<file path="config.mk">
export PLATFORM = sky130hd
export DESIGN_NAME = smem_arbiter_flat
export DESIGN_NICKNAME = d
export VERILOG_FILES = /design/src/rtl/smem_arbiter_if.sv /design/src/rtl/smem_arbiter.sv /design/src/flat_wrapper.sv
export SDC_FILE = /design/constraint.sdc
export NUM_CORES = 1
export LEC_CHECK = 0
export ABC_AREA = 1
export CORE_ASPECT_RATIO = 0.75
export CORE_MARGIN = 2
export CORE_UTILIZATION = 39
export CTS_BUF_LIST = sky130_fd_sc_hd__clkbuf_8
export DETAILED_ROUTE_END_ITERATION = 16
export PLACE_DENSITY = 0.95
export SYNTH_ARGS = -nofsm -noshare
export SYNTH_HDL_FRONTEND = slang
export SYNTH_SLANG_ARGS = --single-unit
</file>
<file path="constraint.sdc">
create_clock -name i_clk -period 2 [get_ports i_clk]
set_input_delay 0.2 -clock i_clk [delete_from_list [all_inputs] [get_ports i_clk]]
set_output_delay 0.2 -clock i_clk [all_outputs]
set_load 0.03 [all_outputs]
</file>
<file path="src/rtl/smem_arbiter_if.sv">
//------------------------------------------------------------------------------
// Module   : smem_arbiter_if
// Brief    : Host, internal-port and SRAM-side signal bundle for smem_arbiter.
// Revision : 1.0
//------------------------------------------------------------------------------
`default_nettype none

interface smem_arbiter_if #(
  parameter int AW = 12,
  parameter int DW = 16
);
  logic          i_smem_ext;
  logic          i_smem_cen;
  logic          i_smem_wen;
  logic [AW-1:0] i_smem_addr;
  logic [DW-1:0] i_smem_wdata;
  logic [DW-1:0] o_smem_rdata;

  logic          i_p0_req;
  logic          i_p0_we;
  logic [AW-1:0] i_p0_addr;
  logic [DW-1:0] i_p0_wdata;
  logic          o_p0_gnt;
  logic          o_p0_rvalid;
  logic [DW-1:0] o_p0_rdata;

  logic          i_p1_req;
  logic          i_p1_we;
  logic [AW-1:0] i_p1_addr;
  logic [DW-1:0] i_p1_wdata;
  logic          o_p1_gnt;
  logic          o_p1_rvalid;
  logic [DW-1:0] o_p1_rdata;

  logic          o_sram_cen;
  logic          o_sram_wen;
  logic [AW-1:0] o_sram_addr;
  logic [DW-1:0] o_sram_wdata;
  logic [DW-1:0] i_sram_rdata;

  modport slave (
    input  i_smem_ext, i_smem_cen, i_smem_wen, i_smem_addr, i_smem_wdata,
    output o_smem_rdata,
    input  i_p0_req, i_p0_we, i_p0_addr, i_p0_wdata,
    output o_p0_gnt, o_p0_rvalid, o_p0_rdata,
    input  i_p1_req, i_p1_we, i_p1_addr, i_p1_wdata,
    output o_p1_gnt, o_p1_rvalid, o_p1_rdata,
    output o_sram_cen, o_sram_wen, o_sram_addr, o_sram_wdata,
    input  i_sram_rdata
  );

  modport master (
    output i_smem_ext, i_smem_cen, i_smem_wen, i_smem_addr, i_smem_wdata,
    input  o_smem_rdata,
    output i_p0_req, i_p0_we, i_p0_addr, i_p0_wdata,
    input  o_p0_gnt, o_p0_rvalid, o_p0_rdata,
    output i_p1_req, i_p1_we, i_p1_addr, i_p1_wdata,
    input  o_p1_gnt, o_p1_rvalid, o_p1_rdata,
    input  o_sram_cen, o_sram_wen, o_sram_addr, o_sram_wdata,
    output i_sram_rdata
  );
endinterface

`default_nettype wire

</file>
<file path="src/rtl/smem_arbiter.sv">
//------------------------------------------------------------------------------
// Module   : smem_arbiter
// Brief    : Single-port SRAM ownership switch between an external host and two
//            round-robin internal ports, with a one-cycle drain on handover.
// Revision : 1.0
//------------------------------------------------------------------------------
`default_nettype none

module smem_arbiter #(
  parameter int AW = 12,
  parameter int DW = 16
) (
  input  wire logic     i_clk,
  input  wire logic     i_reset,
  smem_arbiter_if.slave bus
);

  typedef enum logic [1:0] {
    S_INT = 2'd0,
    S_SW  = 2'd1,
    S_EXT = 2'd2
  } state_t;

  state_t        state_q, state_d;
  state_t        target_q, target_d;
  logic          ptr_q, ptr_d;
  logic          rd_pend_q, rd_pend_d;
  logic          rd_port_q, rd_port_d;
  logic          host_rd_q, host_rd_d;
  logic [DW-1:0] p0_rdata_q, p0_rdata_d;
  logic [DW-1:0] p1_rdata_q, p1_rdata_d;
  logic [DW-1:0] smem_rdata_q, smem_rdata_d;

  logic          w_gnt0;
  logic          w_gnt1;
  logic          w_rv0;
  logic          w_rv1;
  logic          w_cen;
  logic          w_wen;
  logic [AW-1:0] w_addr;
  logic [DW-1:0] w_wdata;

  assign w_rv0 = rd_pend_q & ~rd_port_q;
  assign w_rv1 = rd_pend_q & rd_port_q;

  always_comb begin
    w_gnt0       = 1'b0;
    w_gnt1       = 1'b0;
    w_cen        = 1'b1;
    w_wen        = 1'b1;
    w_addr       = '0;
    w_wdata      = '0;
    state_d      = state_q;
    target_d     = target_q;
    ptr_d        = ptr_q;
    p0_rdata_d   = p0_rdata_q;
    p1_rdata_d   = p1_rdata_q;
    smem_rdata_d = smem_rdata_q;

    // ptr_q holds the last granted port; on contention the other one wins.
    // Gating with i_reset keeps grants and SRAM strobes quiet while reset is held.
    if (state_q == S_INT && i_reset) begin
      w_gnt0 = bus.i_p0_req & (~bus.i_p1_req | ptr_q);
      w_gnt1 = bus.i_p1_req & (~bus.i_p0_req | ~ptr_q);
    end

    if (w_gnt0) begin
      w_cen   = 1'b0;
      w_wen   = ~bus.i_p0_we;
      w_addr  = bus.i_p0_addr;
      w_wdata = bus.i_p0_wdata;
    end else if (w_gnt1) begin
      w_cen   = 1'b0;
      w_wen   = ~bus.i_p1_we;
      w_addr  = bus.i_p1_addr;
      w_wdata = bus.i_p1_wdata;
    end else if (state_q == S_EXT && i_reset) begin
      w_cen   = bus.i_smem_cen;
      w_wen   = bus.i_smem_wen;
      w_addr  = bus.i_smem_addr;
      w_wdata = bus.i_smem_wdata;
    end

    if (w_gnt0 | w_gnt1) ptr_d = w_gnt1;
    rd_pend_d = (w_gnt0 & ~bus.i_p0_we) | (w_gnt1 & ~bus.i_p1_we);
    rd_port_d = w_gnt1;
    host_rd_d = (state_q == S_EXT) & ~bus.i_smem_cen & bus.i_smem_wen;

    if (w_rv0)     p0_rdata_d   = bus.i_sram_rdata;
    if (w_rv1)     p1_rdata_d   = bus.i_sram_rdata;
    if (host_rd_q) smem_rdata_d = bus.i_sram_rdata;

    case (state_q)
      S_INT: if (bus.i_smem_ext) begin
        state_d  = S_SW;
        target_d = S_EXT;
      end
      S_EXT: if (!bus.i_smem_ext) begin
        state_d  = S_SW;
        target_d = S_INT;
      end
      S_SW:    state_d = target_q;
      default: state_d = S_INT;
    endcase
  end

  always_ff @(posedge i_clk or negedge i_reset) begin
    if (!i_reset) begin
      state_q      <= S_INT;
      target_q     <= S_INT;
      ptr_q        <= 1'b1;
      rd_pend_q    <= 1'b0;
      rd_port_q    <= 1'b0;
      host_rd_q    <= 1'b0;
      p0_rdata_q   <= '0;
      p1_rdata_q   <= '0;
      smem_rdata_q <= '0;
    end else begin
      state_q      <= state_d;
      target_q     <= target_d;
      ptr_q        <= ptr_d;
      rd_pend_q    <= rd_pend_d;
      rd_port_q    <= rd_port_d;
      host_rd_q    <= host_rd_d;
      p0_rdata_q   <= p0_rdata_d;
      p1_rdata_q   <= p1_rdata_d;
      smem_rdata_q <= smem_rdata_d;
    end
  end

  assign bus.o_p0_gnt     = w_gnt0;
  assign bus.o_p1_gnt     = w_gnt1;
  assign bus.o_p0_rvalid  = w_rv0;
  assign bus.o_p1_rvalid  = w_rv1;
  assign bus.o_p0_rdata   = w_rv0 ? bus.i_sram_rdata : p0_rdata_q;
  assign bus.o_p1_rdata   = w_rv1 ? bus.i_sram_rdata : p1_rdata_q;
  assign bus.o_smem_rdata = host_rd_q ? bus.i_sram_rdata : smem_rdata_q;
  assign bus.o_sram_cen   = w_cen;
  assign bus.o_sram_wen   = w_wen;
  assign bus.o_sram_addr  = w_addr;
  assign bus.o_sram_wdata = w_wdata;

endmodule

`default_nettype wire
</file>
<file path="src/flat_wrapper.sv">
// flat-port wrapper written by rule: the top's interface ports become plain ports
module smem_arbiter_flat 
#(
  parameter int AW = 12,
  parameter int DW = 16
)
  (i_clk, i_reset, bus_i_smem_ext, bus_i_smem_cen, bus_i_smem_wen, bus_i_smem_addr, bus_i_smem_wdata, bus_o_smem_rdata, bus_i_p0_req, bus_i_p0_we, bus_i_p0_addr, bus_i_p0_wdata, bus_o_p0_gnt, bus_o_p0_rvalid, bus_o_p0_rdata, bus_i_p1_req, bus_i_p1_we, bus_i_p1_addr, bus_i_p1_wdata, bus_o_p1_gnt, bus_o_p1_rvalid, bus_o_p1_rdata, bus_o_sram_cen, bus_o_sram_wen, bus_o_sram_addr, bus_o_sram_wdata, bus_i_sram_rdata);
  smem_arbiter_if #(.AW(AW), .DW(DW)) bus_i ();
  input  wire logic i_clk;
  input  wire logic i_reset;
  input wire logic [$bits(bus_i.i_smem_ext)-1:0] bus_i_smem_ext;
  input wire logic [$bits(bus_i.i_smem_cen)-1:0] bus_i_smem_cen;
  input wire logic [$bits(bus_i.i_smem_wen)-1:0] bus_i_smem_wen;
  input wire logic [$bits(bus_i.i_smem_addr)-1:0] bus_i_smem_addr;
  input wire logic [$bits(bus_i.i_smem_wdata)-1:0] bus_i_smem_wdata;
  output wire logic [$bits(bus_i.o_smem_rdata)-1:0] bus_o_smem_rdata;
  input wire logic [$bits(bus_i.i_p0_req)-1:0] bus_i_p0_req;
  input wire logic [$bits(bus_i.i_p0_we)-1:0] bus_i_p0_we;
  input wire logic [$bits(bus_i.i_p0_addr)-1:0] bus_i_p0_addr;
  input wire logic [$bits(bus_i.i_p0_wdata)-1:0] bus_i_p0_wdata;
  output wire logic [$bits(bus_i.o_p0_gnt)-1:0] bus_o_p0_gnt;
  output wire logic [$bits(bus_i.o_p0_rvalid)-1:0] bus_o_p0_rvalid;
  output wire logic [$bits(bus_i.o_p0_rdata)-1:0] bus_o_p0_rdata;
  input wire logic [$bits(bus_i.i_p1_req)-1:0] bus_i_p1_req;
  input wire logic [$bits(bus_i.i_p1_we)-1:0] bus_i_p1_we;
  input wire logic [$bits(bus_i.i_p1_addr)-1:0] bus_i_p1_addr;
  input wire logic [$bits(bus_i.i_p1_wdata)-1:0] bus_i_p1_wdata;
  output wire logic [$bits(bus_i.o_p1_gnt)-1:0] bus_o_p1_gnt;
  output wire logic [$bits(bus_i.o_p1_rvalid)-1:0] bus_o_p1_rvalid;
  output wire logic [$bits(bus_i.o_p1_rdata)-1:0] bus_o_p1_rdata;
  output wire logic [$bits(bus_i.o_sram_cen)-1:0] bus_o_sram_cen;
  output wire logic [$bits(bus_i.o_sram_wen)-1:0] bus_o_sram_wen;
  output wire logic [$bits(bus_i.o_sram_addr)-1:0] bus_o_sram_addr;
  output wire logic [$bits(bus_i.o_sram_wdata)-1:0] bus_o_sram_wdata;
  input wire logic [$bits(bus_i.i_sram_rdata)-1:0] bus_i_sram_rdata;
  assign bus_i.i_smem_ext = bus_i_smem_ext;
  assign bus_i.i_smem_cen = bus_i_smem_cen;
  assign bus_i.i_smem_wen = bus_i_smem_wen;
  assign bus_i.i_smem_addr = bus_i_smem_addr;
  assign bus_i.i_smem_wdata = bus_i_smem_wdata;
  assign bus_o_smem_rdata = bus_i.o_smem_rdata;
  assign bus_i.i_p0_req = bus_i_p0_req;
  assign bus_i.i_p0_we = bus_i_p0_we;
  assign bus_i.i_p0_addr = bus_i_p0_addr;
  assign bus_i.i_p0_wdata = bus_i_p0_wdata;
  assign bus_o_p0_gnt = bus_i.o_p0_gnt;
  assign bus_o_p0_rvalid = bus_i.o_p0_rvalid;
  assign bus_o_p0_rdata = bus_i.o_p0_rdata;
  assign bus_i.i_p1_req = bus_i_p1_req;
  assign bus_i.i_p1_we = bus_i_p1_we;
  assign bus_i.i_p1_addr = bus_i_p1_addr;
  assign bus_i.i_p1_wdata = bus_i_p1_wdata;
  assign bus_o_p1_gnt = bus_i.o_p1_gnt;
  assign bus_o_p1_rvalid = bus_i.o_p1_rvalid;
  assign bus_o_p1_rdata = bus_i.o_p1_rdata;
  assign bus_o_sram_cen = bus_i.o_sram_cen;
  assign bus_o_sram_wen = bus_i.o_sram_wen;
  assign bus_o_sram_addr = bus_i.o_sram_addr;
  assign bus_o_sram_wdata = bus_i.o_sram_wdata;
  assign bus_i.i_sram_rdata = bus_i_sram_rdata;
  smem_arbiter #(.AW(AW), .DW(DW)) u_core (.i_clk(i_clk), .i_reset(i_reset), .bus(bus_i));
endmodule
</file>
==> impl_metrics.yaml, run 1 <==
yosys:
  synth.net_count: 455
  seq_area_frac_synth: 0.510
  ys_ff_latch: 55
  avgSynthCellArea_sq_um: 7.81
  ys_types: 18
  yosysWarnings: 0
  synth_area_sq_um: 2700
  netlist_instances: 346
timing:
  finClkSkew_ns: 0.00744
  max_freq_mhz: 523
  slew_headroom: 0.539
  setup_viol: 0
  slew_viol_final: 0
  period_share: 0.957
  worst_pin_slew_ns: 0.692
  min_period_ns: 1.91
  hold_viol_final: 0
  rsz0062_at_grt: "yes"
die:
  num_rows: 26
  initial_utilization: 0.399
  die_h_microns: 76.1
  fp.dieArea_sq_um: 7620
  ioPinCount: 191
  die_width_microns: 100
  core_area_sq_um: 6770
worst_setup_path:
  required_ns: 1.80
  cp_max_fo: 19
  r2r_end: "u_core.p0_rdata_q[14]"
  worst-r2r-setup-slack_ns: 0.73
  r2r-start: "u_core.rd_port_q"
  crit_path_end_kind: "primary output"
  crit_start: "u_core.state_q[1]"
  r2r_cells: 5
  cp.arrival_ns: 1.71
  start_kind: "flip-flop"
  critPathKind: "reg2out"
route:
  detail-route-antenna-nets: 0
  num_vias: 3043
  drc_errors: 0
  viasPerCell: 4.86
  routed_wl_microns: 9180
  dr.pass1.iters: 4
  wl_per_cell_microns: 14.7
  drtIter0Drc: 124
global_routing:
  grt_usage: 0.237
  antenna_found_initial: 0
  grt_max_degree: 56
  grt_first_pass_wirelength_microns: 14800
  grt_pass1_vias: 3174
  overflow: 0
outcome:
  status: "finished clean"
clocking:
  cts_tree: "built"
  cts_root_buf: "clkbuf_8"
  clkSinkCount: 55
  clock_latency_ns: 0.30
  cts_buffer_depth: 2
  cts_buffers: 5
  postCtsHoldBufs: 0
  htree_levels: 2
  clk_pin_slew_worst_paths_ns: 0.10
final_layout:
  num-nets-final: 650
  drive_gt1_frac: 0.236
  nFillCells: 545
  final_util: 0.700
  area_growth_pct: 75.3
  final_area_sq_um: 4740
  antennaDiodeCount: 0
  multi_input_comb_area_sq_um: 1090
  seq_area_sq_um: 1380
power_and_ir_drop:
  p_leak_nw: 2.33
  totalPowerFinal_mw: 6.85
  power_density_nw_per_um2: 1450
  peakVddDrop_mv: 1.15
place:
  dp_hpwl_microns: 7120
  dpl_cell_area_sq_um: 4540
  portBuffers: 190
  gp_congestion: 0.849
flow_run:
  maxCapViolations: 0
hold_path:
  min_path_type: "in2async"
repair_timing:
action,CTS,global route
endpoints found under the hold margin,0,0
cloned,0,0
resized for setup,1,11
setup endpoints to repair,14,43
setup buffers,1,6
pin swaps,1,0
cell type report:
cell class                 instances  share of cell area
inverter                          31              0.0251
multi-input combinational        239               0.231
clock buffer                       5              0.0145
sequential                        55               0.291
clock inverter                     3             0.00924
tap                               84              0.0222
timing repair buffer             209               0.407
cell usage in the layout, fill, tap and decap left out:
cell and n:
nand2_1 92, bufinv_16 1, dfrtp_2 1, inv_1 27
nor2_1 18, buf_4 87, nor2_8 1, o21ai_0 29
nand2_2 11, nand2_4 1, dfstp_2 1, inv_4 1
o21ai_1 4, buf_12 5, clkinv_2 1, nand3_1 63
nor3_1 2, clkbuf_8 5, buf_6 7, buf_2 1
nor2_2 1, a21oi_1 17, inv_2 3, dfrtp_1 53
clkinv_4 1, clkdlybuf4s50_1 109
per-stage QoR:
| stage | setup TNS, ns | setup WS (ns) | cells | hold WS [ns] |
|---|---|---|---|---|
| 2_1_floorplan | -3.72 | -0.148 | 346 | -0.0956 |
| 3_3_place_gp | 0 | 0.223 | 611 | 0.379 |
| 3_5_place_dp | 0 | 0.142 | 611 | 0.387 |
| 4_1_cts | 0 | 0.0235 | 620 | 0.0476 |
| 5_1_grt | -0.501 | -0.0370 | 626 | 0.0928 |
| 6_report | 0 | 0.0866 | 626 | 0.0260 |
cell usage after synthesis:
cell	number	area, sq um
nand2_2	11	68.8
nand3_1	63	315
clkbuf_1	12	45.0
buf_2	5	25.0
buf_6	1	11.3
nor2_8	1	20.0
inv_1	28	105
buf_12	1	20.0
dfrtp_1	54	1350
buf_4	2	15.0
nand2_4	1	11.3
o21ai_0	33	165
nor3_1	2	10.0
nand2_1	92	345
nor2_1	19	71.3
a21oi_1	17	85.1
dfstp_2	1	26.3
inv_2	3	11.3
report_power, final:
part	leakage [nW]	internal, mW	switching [mW]
Sequential	0.626	1.62	0.174
Combinational	1.65	1.64	2.69
Clock	0.0581	0.373	0.356
layer usage:
metal / GRT usage / vias up / share of wire
met2: 0.429 / 96 / 0.53
met1: 0.276 / 1424 / 0.39
met3: 0.0495 / 22 / 0.052
li1: - / 1501 / -
met4: 0.0836 / 0 / 0.024
met5: 0 / - / 0
critical path: stages, from the launching register on:
cell and delay, ns:
dfrtp_1 0.42, inv_2 0.10, nand2_4 0.08, nor2_8 0.14, nand2_2 0.11, inv_4 0.10
buf_12 0.16, nand2_1 0.07, nand3_1 0.07, buf_4 0.16
worst max-delay path by stage:
stage	endpoint	slack (ns)	cells after the start
detailed placement	bus_o_sram_wdata[11]	0.14	9
CTS	bus_o_sram_wdata[0]	0.02	9
global placement	bus_o_sram_wdata[12]	0.22	9
finish	bus_o_sram_wdata[9]	0.09	9
global route	bus_o_sram_wdata[14]	-0.04	9
floorplan	u_core.p0_rdata_q[15]	-0.15	4
cell families (layout without fill, tap and decap cells):
family                 Yosys count  after routing  share of synthesized area
AOI/OAI and AO/OA               50             50                     0.0926
DFF                             55             55                      0.510
buffers and inverters           52            248                     0.0861
and+or+nand+nor                189            189                      0.312
flip-flops by register name (all words and copies together), names as in the netlist:
register             count
u_core.rd_port_q         1
u_core.p0_rdata_q       16
u_core.rd_pend_q         1
u_core.ptr_q             1
u_core.p1_rdata_q       16
u_core.host_rd_q         1
u_core.state_q           2
u_core.smem_rdata_q     16
u_core.target_q          1
(Power assumes the default switching activity.)
==> inputs of run 2 (changes only) <==
--- a/config.mk
+++ b/config.mk
@@ -11,6 +11,7 @@
 export CORE_UTILIZATION = 39
 export CTS_BUF_LIST = sky130_fd_sc_hd__clkbuf_8
 export DETAILED_ROUTE_END_ITERATION = 16
+export GPL_TIMING_DRIVEN = 0
 export PLACE_DENSITY = 0.95
 export SYNTH_ARGS = -nofsm -noshare
 export SYNTH_HDL_FRONTEND = slang
==> impl_metrics.yaml, run 2 (synthesis results as in run 1) <==
final_layout:
  antennaDiodeCount: 0
  multi_input_comb_area_sq_um: 1120
  layout_common_cells: "clkdlybuf4s50_1, nand2_1, nand3_1, dfrtp_1, buf_2"
  layout_commonest_cell: "clkdlybuf4s50_1"
  final_util: 0.706
  area_growth_pct: 76.7
  nFillCells: 529
  largestRegisters: "u_core.p0_rdata_q: 16 flops, u_core.p1_rdata_q: 16 flops, u_core.smem_rdata_q: 16 flops"
  seq_area_sq_um: 1380
  drive_gt1_frac: 0.238
  num-nets-final: 662
global_routing:
  grt_first_pass_wirelength_microns: 15400
  grt_pass1_vias: 3160
  grt_usage: 0.253
  overflow: 0
  grt_max_degree: 32
  antenna_found_initial: 0
place:
  dp_slack_ns: -0.640
  dp_hpwl_microns: 7770
  portBuffers: 190
  gp_congestion: 0.849
flow_run:
  maxCapViolations: 0
timing:
  slew_viol_final: 0
  worst_pin_slew_ns: 0.998
  setup_viol: 0
  hold_viol_final: 0
  finClkSkew_ns: 0.00644
  slew_headroom: 0.333
  holdWs_ns: 0.398
  rsz0062_at_grt: "yes"
  fin_ws_ns: 0.0493
  min_period_ns: 1.95
  max_freq_mhz: 513
  period_share: 0.975
die:
  die_h_microns: 76.1
  die_width_microns: 100
  ioPinCount: 191
  initial_utilization: 0.399
  num_rows: 26
  core_area_sq_um: 6770
  fp.dieArea_sq_um: 7620
route:
  detail-route-antenna-nets: 0
  wl_per_cell_microns: 16.1
  drtIter0Drc: 180
  drc_errors: 0
  viasPerCell: 5.01
  num_vias: 3199
  dr.pass1.iters: 6
  routed_wl_microns: 10300
clocking:
  cts_buffers: 5
  clk_pin_slew_worst_paths_ns: 0.10
  cts_buffer_depth: 2
  clkSinkCount: 55
  cts_tree: "built"
  cts_root_buf: "clkbuf_8"
  htree_levels: 2
  clock_latency_ns: 0.30
power_and_ir_drop:
  p_sw_mw: 3.26
  power_density_nw_per_um2: 1360
  pwr-share-clk: 0.093
  p_seq_frac: 0.274
  switching_share: 0.501
  intPower_mw: 3.25
  combPwrFrac: 0.633
  p_leak_nw: 2.38
  peakVddDrop_mv: 1.00
worst_setup_path:
  crit_path_max_incr_delay_ns: 0.42
  start_kind: "flip-flop"
  critPathKind: "reg2out"
  cp_slowest_cell: "dfrtp_1"
  crit_buf_inv: 5
  required_ns: 1.80
  cp_max_fo: 6
  cp_top_family: "buffers and inverters"
  crit_chain: "inv_2, nand2_4, nor2_8, nand2_4, inv_4, buf_12, buf_12, nand2_2, nand3_1, buf_4"
  cp.arrival_ns: 1.75
  crit_path_end_kind: "primary output"
hold_path:
  min_path_type: "in2reg"
outcome:
  status: "finished clean"
run 2: cell types whose count changed in the layout (fill, tap and decap cells not counted), moves of 4 or more:
| cell | before | now |
|---|---|---|
| buf_2 | 1 | 30 |
| buf_4 | 87 | 13 |
| clkbuf_2 | 0 | 25 |
| clkbuf_4 | 0 | 8 |
| clkdlybuf4s15_1 | 0 | 4 |
| clkdlybuf4s15_2 | 0 | 13 |
| o21ai_0 | 29 | 19 |
| o21ai_1 | 4 | 13 |
run 2: repair_timing:
action                                  4_1_cts  5_1_grt
hold buffers                                  2        0
gates resized for setup                     279      147
cloned                                        0        3
setup buffers                                 0        4
pin swaps                                     0        2
endpoints found under the setup margin       81       78
endpoints found under the hold margin        23        0
run 2: worst paths after layout:
check | startpoint | to | slack, ns | cells past startpoint
setup reg to reg | u_core.ptr_q | u_core.ptr_q | 0.74 | 6
min in group asynchronous | i_reset | u_core.ptr_q | 0.51 | 2
hold reg to reg | u_core.p0_rdata_q[0] | u_core.p0_rdata_q[0] | 0.50 | 2
hold / removal | i_reset | u_core.ptr_q | 0.40 | 5
max in group asynchronous | i_reset | u_core.rd_port_q | 0.77 | 2
setup / recovery | u_core.state_q[1] | bus_o_sram_wdata[0] | 0.05 | 10
run 2: stage by stage:
step	instance area (sq um)	power, mW	TNS, ns	cells
4_1_cts	4770	6.48	-0.0424	631
2_1_floorplan	2700	4.26	-3.72	346
6_report	4770	6.51	0	638
3_3_place_gp	4710	6.09	-131.38	620
3_5_place_dp	4720	6.21	-22.46	621
5_1_grt	4770	6.88	-0.259	638
run 2: cell type report:
cell class              count  area share
flip-flops and latches     55       0.289
well taps                  84      0.0220
repair buffers            200       0.375
multi-input cells         239       0.235
inverters                  31      0.0249
plain buffers              21      0.0359
clock buffers               5      0.0144
clock inverters             3     0.00393
run 2: per-layer routing:
metal,share of wire,GRT usage,wire length (microns),vias up
li1,-,-,-,1533
met1,0.41,0.318,4230,1534
met2,0.52,0.462,5390,122
met3,0.057,0.0468,591,10
met4,0.0068,0.0356,70,0
met5,0,0,0,-
run 2: power by group through the flow:
stage / combinational (mW) / clock [mW] / sequential (mW)
after floorplan: 2.50 / 0 / 1.76
after global placement: 4.31 / 0 / 1.78
after detailed placement: 4.40 / 0 / 1.80
after CTS: 4.08 / 0.614 / 1.78
after global routing: 4.38 / 0.663 / 1.83
final: 4.12 / 0.604 / 1.79
run 2: worst register-to-register path, stage by stage (launching register included):
cell	delay [ns]
dfstp_2	0.57
nand2_1	0.05
nand2_1	0.12
buf_4	0.19
nand2_1	0.13
nand2_1	0.09
nand2_1	0.05
